--- src/rtl/lsu_dmem_master.sv ---
// Load/store unit driving the DMEM port: byte/half/word loads with extension, sub-word stores by read-modify-write.
// Optional misalignment/illegal-size trapping is enabled by defining LSU_MISALIGN_TRAP_EN.
module lsu_dmem_master #(
    parameter int ADDR_W = 11
) (
    input  logic        clk,
    input  logic        rst,
    input  logic        req_valid,
    output logic        req_ready,
    input  logic        req_we,
    input  logic [1:0]  req_size,
    input  logic        req_unsigned,
    input  logic [31:0] req_addr,
    input  logic [31:0] req_wdata,
    output logic        resp_valid,
    output logic [31:0] resp_rdata,
    output logic        resp_err,
    output logic        dmem_ena,
    output logic        dmem_R,
    output logic        dmem_W,
    output logic [31:0] dmem_addr,
    output logic [31:0] dmem_in_data,
    input  logic [31:0] dmem_out_data,
    output logic [1:0]  dbg_state
);

    // Handshake: a request transfers on the posedge where req_valid && req_ready;
    // req_ready is high only in IDLE, resp_valid is a single-cycle pulse in RESP.
    typedef enum logic [1:0] {
        S_IDLE  = 2'd0,
        S_READ  = 2'd1,
        S_WRITE = 2'd2,
        S_RESP  = 2'd3
    } state_t;

    state_t state, state_nxt;

    logic              r_we;
    logic [1:0]        r_size;
    logic              r_unsigned;
    logic [ADDR_W+1:0] r_addr;
    logic [31:0]       r_wdata;
    logic [31:0]       rd_buf;
    logic [31:0]       resp_rdata_q;
    logic              resp_err_q;

    logic              req_err;
    logic [1:0]        eff_size;
    logic [ADDR_W+1:0] eff_addr;
    logic              unused_addr_hi;

    // Address bits above the word index never reach DMEM.
    assign unused_addr_hi = ^req_addr[31:ADDR_W+2];

    function automatic logic [31:0] extract(input logic [31:0] w, input logic [1:0] size,
                                            input logic uns, input logic [1:0] lane);
        logic [7:0]  b;
        logic [15:0] h;
        logic [31:0] v;
        b = w[{lane, 3'b000} +: 8];
        h = w[{lane[1], 4'b0000} +: 16];
        case (size)
            2'b00:   v = {{24{~uns & b[7]}}, b};
            2'b01:   v = {{16{~uns & h[15]}}, h};
            default: v = w;
        endcase
        return v;
    endfunction

    function automatic logic [31:0] merge(input logic [31:0] rd, input logic [31:0] wd,
                                          input logic [1:0] size, input logic [1:0] lane);
        logic [31:0] m;
        m = rd;
        case (size)
            2'b00:   m[{lane, 3'b000} +: 8] = wd[7:0];
            2'b01:   m[{lane[1], 4'b0000} +: 16] = wd[15:0];
            default: m = wd;
        endcase
        return m;
    endfunction

    always_comb begin
        req_err  = 1'b0;
        eff_size = req_size;
        eff_addr = req_addr[ADDR_W+1:0];
`ifdef LSU_MISALIGN_TRAP_EN
        req_err = (req_size == 2'b11) ||
                  (req_size == 2'b01 && req_addr[0]) ||
                  (req_size == 2'b10 && req_addr[1:0] != 2'b00);
`else
        // Without trapping, illegal size acts as word and low address bits are dropped.
        if (req_size == 2'b11) eff_size = 2'b10;
        if (eff_size == 2'b01) eff_addr[0] = 1'b0;
        if (eff_size == 2'b10) eff_addr[1:0] = 2'b00;
`endif
    end

    always_ff @(posedge clk or posedge rst) begin
        if (rst) state <= S_IDLE;
        else     state <= state_nxt;
    end

    always_comb begin
        state_nxt = state;
        case (state)
            S_IDLE: begin
                if (req_valid) begin
                    if (req_err)           state_nxt = S_RESP;
                    else if (!req_we)      state_nxt = S_READ;
                    else if (eff_size[1])  state_nxt = S_WRITE;
                    else                   state_nxt = S_READ;
                end
            end
            S_READ:  state_nxt = r_we ? S_WRITE : S_RESP;
            S_WRITE: state_nxt = S_RESP;
            S_RESP:  state_nxt = S_IDLE;
            default: state_nxt = S_IDLE;
        endcase
    end

    always_comb begin
        req_ready    = (state == S_IDLE);
        resp_valid   = (state == S_RESP);
        dmem_ena     = 1'b0;
        dmem_R       = 1'b0;
        dmem_W       = 1'b0;
        dmem_addr    = 32'd0;
        dmem_in_data = 32'd0;
        case (state)
            S_READ: begin
                dmem_ena  = 1'b1;
                dmem_R    = 1'b1;
                dmem_addr = {{(32-ADDR_W){1'b0}}, r_addr[ADDR_W+1:2]};
            end
            S_WRITE: begin
                dmem_ena     = 1'b1;
                dmem_W       = 1'b1;
                dmem_addr    = {{(32-ADDR_W){1'b0}}, r_addr[ADDR_W+1:2]};
                dmem_in_data = merge(rd_buf, r_wdata, r_size, r_addr[1:0]);
            end
            default: ;
        endcase
    end

    // Request capture, read buffer and registered response data.
    always_ff @(posedge clk or posedge rst) begin
        if (rst) begin
            r_we         <= 1'b0;
            r_size       <= 2'b00;
            r_unsigned   <= 1'b0;
            r_addr       <= '0;
            r_wdata      <= 32'd0;
            rd_buf       <= 32'd0;
            resp_rdata_q <= 32'd0;
            resp_err_q   <= 1'b0;
        end else begin
            if (state == S_IDLE && req_valid) begin
                r_we         <= req_we;
                r_size       <= eff_size;
                r_unsigned   <= req_unsigned;
                r_addr       <= eff_addr;
                r_wdata      <= req_wdata;
                resp_rdata_q <= 32'd0;
                resp_err_q   <= req_err;
            end
            if (state == S_READ) begin
                rd_buf <= dmem_out_data;
                if (!r_we) resp_rdata_q <= extract(dmem_out_data, r_size, r_unsigned, r_addr[1:0]);
            end
        end
    end

    assign resp_rdata = resp_rdata_q;
    assign resp_err   = resp_err_q;
    assign dbg_state  = state;

endmodule

--- config.mk ---
export PLATFORM = sky130hd
export DESIGN_NAME = lsu_dmem_master
export DESIGN_NICKNAME = d
export VERILOG_FILES = /design/src/rtl/lsu_dmem_master.sv
export SDC_FILE = /design/constraint.sdc
export NUM_CORES = 1
export LEC_CHECK = 0
export BUFFER_PORTS_ARGS = -buffer_cell sky130_fd_sc_hd__buf_4
export CAP_MARGIN = 20
export CORE_MARGIN = 4
export CORE_UTILIZATION = 50
export DETAILED_ROUTE_END_ITERATION = 8
export PLACE_DENSITY_LB_ADDON = 0.12
export RECOVER_POWER = 25
export SETUP_SLACK_MARGIN = 0.4
export SYNTH_ARGS = -nofsm -noshare
export SYNTH_HDL_FRONTEND = slang
export SYNTH_SLANG_ARGS = --single-unit
export TNS_END_PERCENT = 20
--- constraint.sdc ---
create_clock -name clk -period 4.2 [get_ports clk]
set_input_delay 0.21 -clock clk [delete_from_list [all_inputs] [get_ports clk]]
set_output_delay 0.21 -clock clk [all_outputs]
set_load 0.03 [all_outputs]
### After elaboration in Yosys (flattened, before gate mapping)

Index checks and enable logic that the tools add are counted.

* register bits: 115
* latch bits: 0
* RAM bits: 0
* ROM bits: 0
* input port bits: 103
* output and inout port bits: 104
* word-level logic and storage cells: 51
* memories: 0

* $add $sub $neg: 2
* $mul: 0
* divide/modulo/power cells: 0
* $lt $le $gt $ge: 0
* equal/unequal tests: 8
* shift operators: 6
* multiplexer cells: 20
* bitwise logic cells: 3
* reductions and logical operators: 4

Operators with widths (number)
* $mux 32: 4
* $pmux 32 s2: 2
* $bwmux 32: 2
* $shift 16x7->32 const A: 1
* $shift 8x7->32 const A: 1
* $shiftx 16x7->32: 1
* $shiftx 32x6->16: 1
* $shiftx 32x6->8: 1
* $shiftx 8x7->32: 1
* $neg 5->7: 2
* $mux 11: 1
* $mux 2: 5
* $eq 2x2->1 const B: 4
* $pmux 2 s4: 1
* $eq 2x1->1 const B: 3
* $mux 1: 5
* $logic_not 2->1: 2
* $and 1x1->1: 2
* $ne 2x2->1 const B: 1
* $reduce_or 2->1: 1
* $logic_and 1x1->1: 1
* $not 1->1: 1

### Logic depth before layout (Yosys ltp)

Gate-level depths: netlist (run 1).

* depth after elaboration: 6
* gate-level depth with buffers: 10
* mapped depth without buffers: 6

### Least setup slack after synthesis (run 1)

OpenSTA, ideal clock, no wires.

* path type: reg2out
* from: register r_addr[1]
* to: output dmem_in_data[10]
* data arrival time: 2.713 ns
* required time: 3.990 ns
* setup slack: 1.277 ns
* cell stages (with the launch flop): 11
* path buffers: 4
* cells stage by stage: dfrtp_1 buf_4 buf_4 buf_4 inv_1 ha_1 nor4bb_1 and3_1 clkbuf_2 a22oi_1 a21boi_0

* longest elaborated chain between the ends: 5
* elaborated cells between the ends (all ways): 10
* those cells by class: 2 x add/sub; 4 x shift; 4 x mux

RTL lines
* start: declaration: line 41 `logic [ADDR_W+1:0] r_addr;`
* start signal: assignment: line 161 `r_addr <= eff_addr;`
* $neg 5->7, on equally long branches: line 76, 75
* $shiftx 16x7->32 (tied with other cells): line 76 `2'b01: m[{lane[1], 4'b0000} +: 16] = wd[15:0];`
* $bwmux 32, on equally long branches: line 76, 75
* $pmux 32 s2 (*): line 74 `case (size)`
* $mux 32 (*): line 129 `case (state)`
* end: declaration: line 22 `output logic [31:0] dmem_in_data,`

Mark *: on every way between the ends. The rest lies on a longest branch, timed or not.

### Final worst setup path (run 1)

* from: register r_addr[1]
* to: output dmem_in_data[4]

Same word-level chain as after synthesis.

==> flow_summary.yaml, run 1 <==
worst_setup_path:
  cp-end-kind: "primary output"
  cp.arrival_ns: 3.06
  criticalPathCategory: "flop to primary output"
  worst_ep_required_time_ns: 3.99
  cp-start-kind: "flop"
  critical_path.max_fanout: 32
power:
  clkPwrFrac: 0.205
  powerDensity_nw_per_um2: 908
  fin_total_pwr_mw: 7.21
  seqPwrFrac: 0.299
  swShare: 0.429
  internal-power_mw: 4.12
  ir_drop_v: 0.000775
  switching_power_mw: 3.09
  leakage_nw: 3.60
  combPwrFrac: 0.495
cts:
  cts_buffers: 17
  clk_latency_ns: 0.42
  h-tree-depth: 4
  cts_tree: "done"
  cts_max_path_buffers: 2
  path_clk_slew_ns: 0.06
  cts_setup_buffers: 0
  clock-root-buffer: "clkbuf_16"
  cts_resized: 0
  clock_sinks: 115
final_layout:
  n_fill_cell: 942
  seq_area_um2: 2880
  diodes: 0
  areaGrowthSynthToFinish_pct: 30.1
  multiInputGateArea_um2: 2910
  fin_nets: 784
  fin_util: 0.664
  drive_above_1_share: 0.444
run:
  max-cap-violations: 1
timing:
  final-hold-violation-count: 0
  setup_tns_ns: 0
  fin_skew_ns: 0.00624
  final.min_clock_period_ns: 3.27
  setup_ws_ns: 0.925
  rsz0062_at_grt: "no"
  min_period_over_period: 0.780
  fin_hold_ws_ns: 0.0221
  relSlewSlack: -0.187
  finalMaxSlewViolations: 73
  fmax_mhz: 305
  worst_slew_pin_slew_ns: 1.78
  setup_viol: 0
drt:
  drc: 0
  first_pass_iters: 5
  wl_per_cell_um: 21.2
  drt-initial-drc-count: 474
  viasPerCell: 6.00
  postRouteAntennaNets: 0
  finalWirelength_um: 17600
  vias: 4990
die:
  die_w_um: 118
  rows: 40
  start_util: 0.510
  fp.dieH_um: 118
  die_area_um2: 14000
  io_pins: 207
  coreArea_um2: 12000
synth:
  synth_top_cells_by_count: "dfrtp_1, mux2_2, buf_4"
  ys_seq_area_frac: 0.472
  synth_top_cell_by_area: "dfrtp_1"
  yosysMostFrequentCell: "dfrtp_1"
  synth_flop_cell: "dfrtp_1"
  ys_ff_latch: 115
  syn_inst: 519
  synth_edf_count: 0
  avgSynthCellArea_um2: 11.8
  synthTopCellsByArea: "dfrtp_1, mux2_2, a221o_1"
  synth_cell_types: 49
  synth.cell_area_um2: 6100
  async_flop_share: 1.00
  yosys.area.top_type_share: 0.472
  yosys_warnings: 0
status:
  violations: "max-capacitance violations, max-slew violations"
  outcome: "finished, violations left"
grt:
  grt_pass1_wl_um: 27400
  grt_antenna_before_repair: 0
  grt_use_total: 0.249
  grt_max_degree: 87
  overflow: 0
  grt_pass1_vias: 5048
place:
  place_congestion: 0.822
  io_buffers: 165
  post-place-ws_ns: 1.44
  dp_hpwl_um: 12600
worst_hold_path:
  hp-class: "input port to flop"
[worst max-delay path, cell delays in order, from the launching register on]
cell,delay [ns]
dfrtp_1,0.32
buf_4,0.42
inv_1,0.16
ha_1,0.38
nor3_1,0.76
a221oi_1,0.21
nor2_1,0.20
buf_4,0.19
[logic make-up after synthesis]
kind of cell,Yosys count,share of synthesized area
adder cells (fa/ha/maj),9,0.0185
AO/OA/AOI/OAI,139,0.176
buffers and inverters,70,0.0656
other,1,0.000614
AND/OR/NAND/NOR,79,0.0756
flip-flops,115,0.472
multiplexers,106,0.192
[placed cells by master, fill, tap and decap left out, types with 2 or more instances in the layout]
master and n:
a211oi_1 8, a21boi_0 7, a21oi_1 10, a221o_1 24, a221oi_1 16, a22o_1 9, a22oi_1 22, a31oi_1 3
a32oi_1 7, and2_1 13, buf_4 169, bufinv_16 3, clkbuf_16 17, clkinv_4 3, clkinvlp_4 6, conb_1 22
dfrtp_1 115, dlygate4sd3_1 2, ha_1 9, inv_1 6, inv_6 2, mux2_2 88, mux2i_1 17, nand2_1 20
nand2b_1 4, nand3_1 8, nor2_1 11, nor2b_1 5, nor3_1 3, nor3_2 2, o21ai_0 21, o221ai_1 8
[registers in the layout (all words and copies together) (netlist names)]
register,cells
r_addr,13
r_we,1
dbg_state,2
r_wdata,32
r_unsigned,1
r_size,2
resp_rdata,32
rd_buf,32
[power by group through the flow]
stage | Sequential [mW] | Combinational (mW) | Clock, mW
after global placement | 2.13 | 3.47 | 0
after detailed placement | 2.15 | 3.56 | 0
after floorplan | 2.14 | 2.43 | 0
after global routing | 2.21 | 3.82 | 1.56
final | 2.16 | 3.57 | 1.48
after CTS | 2.14 | 3.58 | 1.50
[metal layers]
layer | up-vias | GRT usage | wire length (µm) | share of wire
li1 | 2232 | - | - | -
met1 | 2484 | 0.313 | 6900 | 0.39
met2 | 250 | 0.414 | 8950 | 0.51
met3 | 24 | 0.0904 | 1560 | 0.089
met4 | 0 | 0.0587 | 190 | 0.011
met5 | - | 0 | 0 | 0
[path summary, 6_finish.rpt]
| path | startpoint | end | slack (ns) | cells after the start |
|---|---|---|---|---|
| setup / recovery | r_addr[1] | dmem_in_data[4] | 0.93 | 7 |
| hold / removal | req_unsigned | r_unsigned | 0.02 | 2 |
| setup reg to reg | r_size[0] | resp_rdata[11] | 1.73 | 3 |
| hold reg to reg | resp_rdata[15] | resp_rdata[15] | 0.50 | 1 |
| max in group asynchronous | rst | resp_rdata[0] | 1.46 | 5 |
| min in group asynchronous | rst | r_unsigned | 0.42 | 3 |
[cell type report]
type	count	share of cell area
multi-input cells	355	0.367
flip-flops and latches	115	0.363
repair buffers	174	0.166
clock buffers	17	0.0536
clock inverters	15	0.0232
well taps	147	0.0232
inverters	9	0.00441
[per-stage QoR]
stage          area, µm²  std cells
3_5_place_dp        7300        797
4_1_cts             7920        830
6_report            7940        832
2_1_floorplan       6180        540
5_1_grt             7940        832
3_3_place_gp        7280        796
[what timing repair did]
action | 4_1_cts | 5_1_grt
endpoints found under the hold margin | 1 | 14
hold buffers | 1 | 1
setup endpoints to repair | 0 | 0
Power figures use the tool's default switching activity.
==> run 2, diff against run 1 <==
--- a/config.mk
+++ b/config.mk
@@ -8,7 +8,7 @@
 export BUFFER_PORTS_ARGS = -buffer_cell sky130_fd_sc_hd__buf_4
 export CAP_MARGIN = 20
 export CORE_MARGIN = 4
-export CORE_UTILIZATION = 50
+export CORE_UTILIZATION = 46
 export DETAILED_ROUTE_END_ITERATION = 8
 export PLACE_DENSITY_LB_ADDON = 0.12
 export RECOVER_POWER = 25
==> constraint.sdc (replaced) <==
create_clock -name clk -period 3 [get_ports clk]
set_input_delay 0.15 -clock clk [delete_from_list [all_inputs] [get_ports clk]]
set_output_delay 0.15 -clock clk [all_outputs]
set_load 0.03 [all_outputs]
==> run 2 against run 1 <==
  * The run now ends clean
  * Worst setup slack lost 0.52 ns
  * Cell count grew 13%
  * Die area grew 8.1%
  * Global-route usage shrank 0.90 points
  * Critical path type unchanged
  * Largest power group unchanged
==> flow_summary.yaml, run 2 (synthesis results as in run 1) <==
timing:
  min_period_over_period: 0.864
  worst_slew_pin_slew_ns: 1.22
  rsz0062_at_grt: "yes"
  setup_tns_ns: 0
  final-hold-violation-count: 0
  fin_skew_ns: 0.0143
  final.min_clock_period_ns: 2.59
  relSlewSlack: 0.186
  finalMaxSlewViolations: 0
  setup_viol: 0
  fmax_mhz: 386
worst_setup_path:
  regToRegSetupSlack_ns: 0.81
  criticalPathCategory: "flop to primary output"
  cp-end-kind: "primary output"
  crit_start: "r_addr[1]"
  worstReg2RegEnd: "resp_rdata[22]"
  cp.arrival_ns: 2.44
  r2r-start: "dbg_state[1]"
  reg2regPathDepth: 5
  worst_ep_required_time_ns: 2.85
  cp-start-kind: "flop"
  critical_path.max_fanout: 8
grt:
  grt_use_total: 0.241
  grt_pass1_vias: 5225
  grt_pass1_wl_um: 27900
  grt_antenna_before_repair: 0
  overflow: 0
  grt_max_degree: 54
final_layout:
  final_cell_mix: "buf_4, dfrtp_1, mux2_2, dlygate4sd3_1, a221o_1"
  diodes: 0
  areaGrowthSynthToFinish_pct: 43.9
  drive_above_1_share: 0.400
  fin_nets: 867
  n_fill_cell: 980
  layout.cells.most_common: "buf_4"
power:
  internal-power_mw: 5.93
  leakage_nw: 3.95
  swShare: 0.423
  combPwrFrac: 0.506
  clkPwrFrac: 0.203
  fin_total_pwr_mw: 10.3
  powerDensity_nw_per_um2: 1170
  ir_drop_v: 0.000829
  switching_power_mw: 4.34
  seqPwrFrac: 0.291
die:
  io_pins: 207
  fp.dieH_um: 123
  die_w_um: 123
  start_util: 0.476
  rows: 41
  die_area_um2: 15200
  coreArea_um2: 12800
drt:
  first_pass_iters: 7
  viasPerCell: 5.66
  postRouteAntennaNets: 0
  drc: 0
  drt-initial-drc-count: 353
  vias: 5319
  finalWirelength_um: 18400
  wl_per_cell_um: 19.6
run:
  max-cap-violations: 0
worst_hold_path:
  hp-class: "input port to flop"
  whs_endpoint: "rd_buf[22]"
  min_from: "dmem_out_data[22]"
  hold_path_depth: 2
cts:
  clock-root-buffer: "clkbuf_16"
  path_clk_slew_ns: 0.05
  h-tree-depth: 4
  clock_sinks: 115
  cts_max_path_buffers: 2
  cts_tree: "done"
  cts_buffers: 17
  clk_latency_ns: 0.42
status:
  outcome: "finished clean"
place:
  dp_hpwl_um: 12800
  io_buffers: 165
  place_congestion: 0.876
run 2: cell types whose count changed in the layout (fill, tap and decap cells not counted), sizes merged:
| cell | before | now |
|---|---|---|
| inv | 9 | 8 |
| buf | 170 | 167 |
| dlygate4sd3 | 2 | 78 |
| clkbuf | 19 | 35 |
| clkinvlp | 7 | 2 |
run 2: layer usage:
metal,track usage,vias to the layer above,wire (µm)
met5,0,-,0
met4,0.0706,0,291
met3,0.0558,27,1250
met2,0.400,218,9290
met1,0.315,2670,7560
li1,-,2404,-
run 2: area by class of cell:
| cell class | count | area (µm²) | share of cell area |
|---|---|---|---|
| multi-input combinational | 355 | 2940 | 0.335 |
| sequential | 115 | 2880 | 0.328 |
| timing repair buffer | 257 | 2090 | 0.238 |
| clock buffer | 23 | 488 | 0.0556 |
| tap | 172 | 215 | 0.0245 |
| clock inverter | 9 | 126 | 0.0144 |
| inverter | 9 | 37.5 | 0.00427 |
run 2: repair_timing:
action	in CTS	in global routing
setup endpoints to repair	31	31
buffers inserted	1	1
hold buffers	78	0
gates resized for setup	6	9
pin swaps	1	3
hold endpoints to repair	127	0
run 2: power groups by stage:
stage	sequential, mW	combinational (mW)	clock [mW]
after detailed placement	2.98	5.07	0
after floorplan	3.00	3.40	0
final	2.99	5.19	2.09
after CTS	2.97	5.20	2.10
after global routing	3.06	5.58	2.17
after global placement	2.95	4.96	0
run 2: worst max path at each step:
stage and endpoint:
2_1_floorplan dmem_in_data[10], 3_3_place_gp dmem_in_data[14], 3_5_place_dp dmem_in_data[0], 4_1_cts dmem_in_data[18], 5_1_grt dmem_in_data[27], 6_report dmem_in_data[13]
run 2: stage by stage:
stage / hold WS [ns] / cell area [µm²] / cells / setup slack, ns / utilization
finish: 0.0142 / 8780 / 940 / 0.408 / 0.685
global route: 0.00303 / 8780 / 940 / 0.309 / 0.685
CTS: 0.000283 / 8800 / 939 / 0.327 / 0.686
global placement: 0.227 / 7380 / 828 / 0.709 / 0.576
detailed placement: 0.238 / 7380 / 828 / 0.651 / 0.576
floorplan: 0.279 / 6190 / 540 / 0.137 / -
run 2: worst max-delay path: stages, from the launching register on:
cell and delay [ns]:
dfrtp_1 0.37, inv_1 0.09, ha_1 0.39, nor4bb_1 0.22
and3_2 0.31, a22oi_1 0.08, a21boi_0 0.33, buf_4 0.23
==> run 3, diff against run 2 <==
--- a/config.mk
+++ b/config.mk
@@ -5,13 +5,15 @@
 export SDC_FILE = /design/constraint.sdc
 export NUM_CORES = 1
 export LEC_CHECK = 0
+export ABC_CLOCK_PERIOD_IN_PS = 3000
 export BUFFER_PORTS_ARGS = -buffer_cell sky130_fd_sc_hd__buf_4
 export CAP_MARGIN = 20
 export CORE_MARGIN = 4
-export CORE_UTILIZATION = 46
+export CORE_UTILIZATION = 47
+export CTS_BUF_LIST = sky130_fd_sc_hd__clkbuf_2 sky130_fd_sc_hd__clkbuf_4 sky130_fd_sc_hd__clkbuf_8
 export DETAILED_ROUTE_END_ITERATION = 8
 export PLACE_DENSITY_LB_ADDON = 0.12
-export RECOVER_POWER = 25
+export RECOVER_POWER = 100
 export SETUP_SLACK_MARGIN = 0.4
 export SYNTH_ARGS = -nofsm -noshare
 export SYNTH_HDL_FRONTEND = slang
==> run 3 against run 2 <==
  * Register-to-register slack lost 0.41 ns
  * Clock power down 23%
  * Via count about the same
  * Utilization shrank 1.4 points
  * Non-clock buffer count grew 5
  * Design area down 3.2%
  * Die area is 2.0% lower
  * Routed wire length grew 2.2%
  * Largest power group unchanged
==> flow_summary.yaml, run 3 (synthesis results as in run 1) <==
timing:
  fin_hold_ws_ns: 0.0701
  setup_viol: 0
  fin_skew_ns: 0.00534
  final.min_clock_period_ns: 2.66
  setup_tns_ns: 0
  finalMaxSlewViolations: 0
  final-hold-violation-count: 0
  worst_slew_pin_slew_ns: 1.40
  setup_ws_ns: 0.342
  rsz0062_at_grt: "yes"
  relSlewSlack: 0.0611
  fmax_mhz: 376
  min_period_over_period: 0.886
die:
  die_area_um2: 14900
  rows: 41
  die_w_um: 122
  start_util: 0.482
  fp.dieH_um: 122
  coreArea_um2: 12700
  io_pins: 207
grt:
  grt_pass1_vias: 5417
  overflow: 0
  grt_max_degree: 89
  grt_antenna_before_repair: 0
  grt_pass1_wl_um: 29100
  grt_use_total: 0.256
final_layout:
  layout.cells.most_common: "buf_4"
  n_fill_cell: 1016
  finalNonFillerCells: 945
  areaGrowthSynthToFinish_pct: 39.3
  fin_util: 0.671
  final_cell_mix: "buf_4, dfrtp_1, mux2_2, dlygate4sd3_1, clkbuf_1"
  drive_above_1_share: 0.345
  fin_nets: 872
  diodes: 0
  postLayoutCellArea_um2: 8500
worst_setup_path:
  crit_start: "r_addr[1]"
  cp-end-kind: "primary output"
  regToRegSetupSlack_ns: 0.40
  worstReg2RegEnd: "r_wdata[21]"
  r2r-start: "dbg_state[0]"
  reg2regPathDepth: 5
  criticalPathCategory: "flop to primary output"
  cp.arrival_ns: 2.51
  critical_path.max_fanout: 8
  worst_ep_required_time_ns: 2.85
  cp-start-kind: "flop"
drt:
  viasPerCell: 5.63
  first_pass_iters: 5
  drt-initial-drc-count: 460
  postRouteAntennaNets: 0
  finalWirelength_um: 18800
  wl_per_cell_um: 19.9
  drc: 0
  vias: 5316
power:
  leakage_nw: 3.70
  fin_total_pwr_mw: 9.60
  combPwrFrac: 0.519
  swShare: 0.443
  switching_power_mw: 4.25
  seqPwrFrac: 0.314
  powerDensity_nw_per_um2: 1130
  clkPwrFrac: 0.167
  ir_drop_v: 0.000835
  internal-power_mw: 5.35
cts:
  h-tree-depth: 4
  clock_sinks: 115
  path_clk_slew_ns: 0.07
  cts_max_path_buffers: 2
  cts_buffers: 17
  clk_latency_ns: 0.44
  clock-root-buffer: "clkbuf_8"
  cts_tree: "done"
place:
  io_buffers: 165
  post-place-ws_ns: 0.676
  dp_cells: 829
  place_congestion: 0.847
  postPlaceCellArea_um2: 7400
  dp_hpwl_um: 13000
worst_hold_path:
  min_from: "req_valid"
  hp-class: "input port to flop"
  hold_path_depth: 3
  whs_endpoint: "dbg_state[0]"
run:
  max-cap-violations: 0
status:
  outcome: "finished clean"
## run 3: changes by cell type in the layout (fill, tap and decap cells not counted), sizes merged
cell	change
buf	-42
clkinv	-2
clkinvlp	+2
inv	-1
clkbuf	+43
bufinv	+1
dlygate4sd3	+4
## run 3: routing by layer
| metal | vias to the layer above | routed length (µm) | GRT usage |
|---|---|---|---|
| met3 | 25 | 1230 | 0.0608 |
| met2 | 241 | 9640 | 0.442 |
| met5 | - | 0 | 0 |
| met1 | 2643 | 7700 | 0.321 |
| li1 | 2407 | - | - |
| met4 | 0 | 231 | 0.0756 |
## run 3: power by group through the flow
stage | Clock [mW] | Combinational, mW | Sequential, mW
global placement | 0 | 4.96 | 2.97
global route | 1.71 | 5.36 | 3.08
CTS | 1.63 | 5.19 | 2.98
floorplan | 0 | 3.40 | 3.00
finish | 1.61 | 4.98 | 3.01
detailed placement | 0 | 5.06 | 3.01
## run 3: final cells by class
cell class	count	area, µm²	area share
multi-input cells	355	2920	0.344
clock buffers	23	292	0.0343
repair buffers	262	2000	0.235
well taps	172	215	0.0253
clock inverters	9	153	0.0180
inverters	9	40.0	0.00471
flip-flops and latches	115	2880	0.339
## run 3: what timing repair did
item	in CTS	in global routing
endpoints found under the setup margin	24	24
hold buffers	82	0
pin swaps	3	2
gates resized for setup	8	13
buffers inserted	2	0
endpoints found under the hold margin	138	0
## run 3: critical path, cell delays in order, from the launching register on
cell and delay (ns):
dfrtp_1 0.41, inv_1 0.11, ha_2 0.39, nor4bb_2 0.22
and3_1 0.38, a22oi_1 0.15, a21boi_1 0.22, buf_4 0.20
## run 3: worst max path at each step
stage	endpoint	slack, ns	cells past startpoint
after floorplan	dmem_in_data[10]	0.14	10
after global placement	dmem_in_data[25]	0.74	7
after detailed placement	dmem_in_data[31]	0.68	7
after CTS	dmem_in_data[13]	0.35	7
after global routing	dmem_in_data[26]	0.20	8
final	dmem_in_data[12]	0.34	7
